[config.mk]
export PLATFORM = sky130hd
export DESIGN_NAME = dmem_lsu
export DESIGN_NICKNAME = d
export VERILOG_FILES = /design/src/rtl/dmem_lsu.sv
export SDC_FILE = /design/constraint.sdc
export NUM_CORES = 1
export LEC_CHECK = 0
export CORE_MARGIN = 2
export CORE_UTILIZATION = 50
export CTS_CLUSTER_SIZE = 24
export DETAILED_ROUTE_END_ITERATION = 7
export PLACE_DENSITY = 0.81
export SLEW_MARGIN = 0
export SYNTH_ARGS = -nofsm -noshare
export SYNTH_HDL_FRONTEND = slang
export SYNTH_SLANG_ARGS = --single-unit
[constraint.sdc]
create_clock -name clk -period 5.2 [get_ports clk]
set_clock_uncertainty 0.1 [all_clocks]
set_input_delay 1.3 -clock clk [delete_from_list [all_inputs] [get_ports clk]]
set_output_delay 1.3 -clock clk [all_outputs]
set_load 0.01 [all_outputs]
[src/rtl/dmem_lsu.sv]
// Load/store unit: RV32I byte/half/word loads with extension, sb/sh via two-cycle read-modify-write.
// Optional macro MISALIGN_TRAP_EN: trap misaligned half/word accesses instead of ignoring low address bits.
module dmem_lsu #(
  parameter int ADDR_W = 16
) (
  input  logic              clk,
  input  logic              rst,
  input  logic              req_valid_i,
  input  logic              req_we_i,
  input  logic [2:0]        funct3_i,
  input  logic [ADDR_W-1:0] addr_i,
  input  logic [31:0]       wdata_i,
  output logic              stall_o,
  output logic [31:0]       load_data_o,
  output logic              load_valid_o,
  output logic              misalign_err_o,
  output logic [ADDR_W-1:0] mem_a_o,
  output logic              mem_we_o,
  output logic [31:0]       mem_wd_o,
  input  logic [31:0]       mem_rd_i
);

  typedef enum logic {IDLE = 1'b0, MERGE = 1'b1} state_t;

  state_t            state_q, state_d;
  logic [31:0]       word_q;
  logic [ADDR_W-1:0] addr_q;
  logic [15:0]       wdata_q;
  logic [2:0]        funct3_q;
  logic [31:0]       load_data_q, load_data_d;
  logic              load_valid_q, load_valid_d;
  logic              misalign_q, misalign_d;
  logic              stall_s, mem_we_s, capture_s, mis_s;
  logic [31:0]       mem_wd_s;

  function automatic logic [31:0] load_extend(input logic [2:0] f3, input logic [1:0] lo,
                                              input logic [31:0] rd);
    logic [7:0]  b;
    logic [15:0] h;
    case (lo)
      2'd0:    b = rd[7:0];
      2'd1:    b = rd[15:8];
      2'd2:    b = rd[23:16];
      default: b = rd[31:24];
    endcase
    h = lo[1] ? rd[31:16] : rd[15:0];
    case (f3)
      3'b000:  return {{24{b[7]}}, b};
      3'b100:  return {24'h000000, b};
      3'b001:  return {{16{h[15]}}, h};
      3'b101:  return {16'h0000, h};
      3'b010:  return rd;
      default: return 32'h0000_0000;
    endcase
  endfunction

  function automatic logic [31:0] merge_lanes(input logic [2:0] f3, input logic [1:0] lo,
                                              input logic [31:0] word, input logic [15:0] wd);
    case (f3)
      3'b000: begin
        case (lo)
          2'd0:    return {word[31:8], wd[7:0]};
          2'd1:    return {word[31:16], wd[7:0], word[7:0]};
          2'd2:    return {word[31:24], wd[7:0], word[15:0]};
          default: return {wd[7:0], word[23:0]};
        endcase
      end
      3'b001:  return lo[1] ? {wd[15:0], word[15:0]} : {word[31:16], wd[15:0]};
      default: return word;
    endcase
  endfunction

`ifdef MISALIGN_TRAP_EN
  // Half ops (h, hu, sh) need addr[0]=0; word ops need addr[1:0]=0.
  assign mis_s = ((funct3_i == 3'b001) && addr_i[0]) ||
                 ((funct3_i == 3'b101) && !req_we_i && addr_i[0]) ||
                 ((funct3_i == 3'b010) && (addr_i[1:0] != 2'b00));
`else
  assign mis_s = 1'b0;
`endif

  always_comb begin
    state_d      = state_q;
    stall_s      = 1'b0;
    mem_we_s     = 1'b0;
    mem_wd_s     = wdata_i;
    capture_s    = 1'b0;
    load_valid_d = 1'b0;
    load_data_d  = load_data_q;
    misalign_d   = 1'b0;
    case (state_q)
      IDLE: begin
        if (req_valid_i) begin
          if (mis_s) begin
            misalign_d = 1'b1;
            if (!req_we_i) begin
              load_valid_d = 1'b1;
              load_data_d  = 32'h0000_0000;
            end else begin
              load_valid_d = 1'b0;
            end
          end else if (!req_we_i) begin
            load_valid_d = 1'b1;
            load_data_d  = load_extend(funct3_i, addr_i[1:0], mem_rd_i);
          end else begin
            case (funct3_i)
              3'b010: mem_we_s = 1'b1;
              3'b000, 3'b001: begin
                stall_s   = 1'b1;
                capture_s = 1'b1;
                state_d   = MERGE;
              end
              default: mem_we_s = 1'b0;
            endcase
          end
        end else begin
          state_d = IDLE;
        end
      end
      MERGE: begin
        mem_we_s = 1'b1;
        mem_wd_s = merge_lanes(funct3_q, addr_q[1:0], word_q, wdata_q);
        state_d  = IDLE;
      end
      default: state_d = IDLE;
    endcase
    // Pending write must vanish the instant reset rises, even mid-MERGE.
    if (rst) begin
      stall_s  = 1'b0;
      mem_we_s = 1'b0;
    end else begin
      stall_s  = stall_s;
    end
  end

  always_ff @(posedge clk or posedge rst) begin
    if (rst) begin
      state_q      <= IDLE;
      word_q       <= 32'h0000_0000;
      addr_q       <= '0;
      wdata_q      <= 16'h0000;
      funct3_q     <= 3'b000;
      load_data_q  <= 32'h0000_0000;
      load_valid_q <= 1'b0;
      misalign_q   <= 1'b0;
    end else begin
      state_q      <= state_d;
      load_data_q  <= load_data_d;
      load_valid_q <= load_valid_d;
      misalign_q   <= misalign_d;
      if (capture_s) begin
        word_q   <= mem_rd_i;
        addr_q   <= addr_i;
        wdata_q  <= wdata_i[15:0];
        funct3_q <= funct3_i;
      end
    end
  end

  assign stall_o        = stall_s;
  assign mem_we_o       = mem_we_s;
  assign mem_wd_o       = mem_wd_s;
  assign mem_a_o        = (state_q == MERGE) ? {addr_q[ADDR_W-1:2], 2'b00}
                                             : {addr_i[ADDR_W-1:2], 2'b00};
  assign load_data_o    = load_data_q;
  assign load_valid_o   = load_valid_q;
  assign misalign_err_o = misalign_q;

endmodule

==> results by group <==
GRT
  – Antenna violations before repair: 0
  – GR Overflow Total: 0
  – Total Routing Usage GR: 28.0%
  – Global-route wire length before repair: 31,300 um
  – Vias in the first global route: 5,760
  – Largest net degree at the start of global routing: 65

Die
  – Die Y: 119 um
  – IO Count: 171
  – Die area: 0.0142 sq mm
  – Core area: 0.0131 sq mm
  – Initial Util: 50.5%
  – Die X: 119 um
  – Std-Cell Rows: 42

Timing
  – RSZ-0062 raised after global routing: false
  – Slew HR: 24.4%
  – Fin crit period: 4490 ps
  – Final worst path period share: 86.3%
  – Final setup violation count: 0
  – Final Hold Fails: 0
  – Final TNS setup: 0 ps
  – Worst-Margin Slew: 1130 ps
  – Peak Freq: 223 MHz
  – Fin. max-slew vios: 0

Detailed routing
  – Wire per inst: 19.7 um
  – Met2 WL: 8760 um
  – Routed via count: 5,950
  – TritonRoute pass-1 iters: 5
  – WL final: 19,500 um
  – M1 WL: 8530 um
  – DR top layer: met4
  – # DRC: 0
  – Via density per instance: 6.02
  – First DRT Iteration DRCs: 429
  – Remaining antenna violation count after routing: 0
  – Met3 WL post-DR: 1670 um

Worst setup path
  – Cell family with most CP delay: buffers and inverters
  – Crit. Startpoint: funct3_i[1]
  – Req. time, crit path: 3800 ps
  – Slowest CP cell: clkdlybuf4s50_1
  – R2r startpoint: state_q$_DFF_PP0_
  – Setup crit end kind: primary output
  – Most frequent cell on the critical path: clkdlybuf4s50_1
  – Crit path max fanout: 11
  – Slowest stage delay, CP: 710 ps
  – Critical path buffers and inverters: 2
  – Crit path DAT: 3090 ps
  – Startpoint types: primary input
  – Worst-path cell chain: clkdlybuf4s50_1, nor3b_2, a31oi_1, nor2_1, clkdlybuf4s50_1
  – Critical path type: primary input to primary output

Pwr
  – Max VDD drop: 0.183 mV
  – Pwr dens: 317 mW/mm^2
  – Pleak: 3.72 nW

Finish
  – # diodes: 0
  – Layout cell share with drive strength beyond 1: 18.3%
  – Most frequent cells in the layout: clkdlybuf4s50_1, dfrtp_1, nand2_1
  – Layout net count: 895
  – Finished Layout Cells: 989
  – Most common cell after layout, fill and taps aside: clkdlybuf4s50_1
  – Area grow syn2layout: 30.1%

Clock tree
  – Clock sinks: 101
  – Worst-path clk slew: 70 ps
  – CTS Root Cell: clkbuf_16
  – Post-CTS Setup Bufs: 0
  – Post_cts resized: 0
  – Clk Latency, worst-skew pair: 350 ps
  – CTS tree: built
  – CTS hold repair buffers: 0
  – H-tree Lvls: 3
  – Clock tree buffer depth: 2
  – CTS Buf Count: 9

Synth
  – Number of flops mapped to enable cells by yosys: 0
  – Synth Register Bits: 101
  – Post-synthesis cell area: 0.00661 sq mm
  – Ys flop type: dfrtp_1
  – Asr flop ratio synth: 100%
  – Syn. warnings: 0
  – Distinct cell type count after synthesis: 49
  – Synthesized area per cell: 9.69 sq um
  – Cells after Synth: 682
  – Sequential area share after synthesis: 38.2%

Run
  – Max-cap violation count: 0

Placed design
  – Port Buffers: 167
  – Placed Cells: 973
  – GP Congestion: 0.863
  – Detailed placement HPWL: 14,100 um

Worst hold path
  – Min-delay src: load_data_o[19]$_DFFE_PP0P_
  – Worst hold path class: flop to flop

Outcome
  – Result of the run: completed
[metrics by stage]
step	hold WS [ps]	total power, mW	cell area, sq um	utilization [%]	setup WS (ps)
6_report	385	2.73	8600	65.7	713
5_1_grt	413	2.88	8600	65.7	521
4_1_cts	389	2.73	8600	65.7	719
3_5_place_dp	372	2.01	8280	63.3	717
3_3_place_gp	367	1.98	8280	63.3	754
2_1_floorplan	374	1.66	6620	-	1150
[synthesized netlist by cell type (2+ instances only)]
cell type	instances	share of area, %
nand3_1	16	1.2
inv_1	20	1.1
dfrtp_1	101	38
buf_1	4	0.23
a31o_2	8	1.1
nor2_1	39	2.2
mux2_4	54	12
o211ai_1	8	0.91
a2bb2oi_1	4	0.53
buf_4	3	0.34
a21oi_1	53	4.0
a22o_1	9	1.2
or3_1	5	0.47
mux2i_1	16	2.4
o31ai_1	16	1.8
nand2b_1	4	0.38
clkbuf_1	40	2.3
mux2_2	32	5.5
nor3_1	8	0.61
a221oi_1	16	2.1
buf_2	13	0.98
buf_6	7	1.2
a22oi_1	16	1.8
nor2b_1	16	1.5
a21boi_0	4	0.45
o21ai_1	2	0.15
nand2_1	58	3.3
a221o_1	7	1.1
and4_1	3	0.40
or3b_2	9	1.2
o21ai_0	42	3.2
a21bo_2	8	1.2
and2_1	2	0.19
and3_1	8	0.76
a31oi_1	17	1.6
[area by class of cell]
| cell class | count | area [sq um] |
|---|---|---|
| Fill cell | 1057 | 4490 |
| Multi-Input combinational cell | 496 | 3680 |
| Sequential cell | 101 | 2530 |
| Timing Repair Buffer | 180 | 1770 |
| Clock buffer | 10 | 239 |
| Tap cell | 176 | 220 |
| Clock inverter | 6 | 78.8 |
| Inverter | 20 | 77.6 |
[cells by family (layout without fill, tap and decap cells)]
kind of cell | Yosys count | count (layout) | synth area share, %
other | 1 | 3 | 0.0567
AND/OR/NAND/NOR | 176 | 176 | 13.6
buffers and inverters | 87 | 216 | 6.15
flip-flops | 101 | 101 | 38.2
AO/OA/AOI/OAI | 215 | 215 | 21.8
multiplexers | 102 | 102 | 20.1
[worst min-delay path: stages, from the launching register on]
cell,delay (ps)
dfrtp_1,350
nand2_1,50
o21ai_0,60
[routing by layer]
layer	vias to the layer above	GRT usage, %
li1	2752	-
met1	2879	39.9
met2	283	42.0
met3	36	6.18
met4	0	9.97
met5	-	0
[sequential cells by signal, indices dropped and copies added, names as in the netlist]
| register | count |
|---|---|
| load_data_o | 32 |
| wdata_q | 16 |
| addr_q | 16 |
| load_valid_o | 1 |
| word_q | 32 |
| state_q | 1 |
| funct3_q | 3 |
[worst paths after layout]
| check | end | slack [ps] | cells past startpoint |
|---|---|---|---|
| max reg2reg | load_data_o[4]$_DFFE_PP0P_ | 2160 | 3 |
| max | mem_we_o | 710 | 5 |
| max in group asynchronous | funct3_q[2]$_DFFE_PP0P_ | 2840 | 3 |
| min reg2reg | load_data_o[19]$_DFFE_PP0P_ | 390 | 2 |
| min | load_data_o[19]$_DFFE_PP0P_ | 390 | 2 |
| min in group asynchronous | load_data_o[9]$_DFFE_PP0P_ | 1340 | 2 |
[power breakdown]
| part | internal (mW) | switching (mW) |
|---|---|---|
| Combinational | 0.518 | 0.376 |
| Clock | 0.397 | 0.319 |
| Sequential | 0.922 | 0.198 |
No activity file was read; power rests on OpenSTA's default activity.
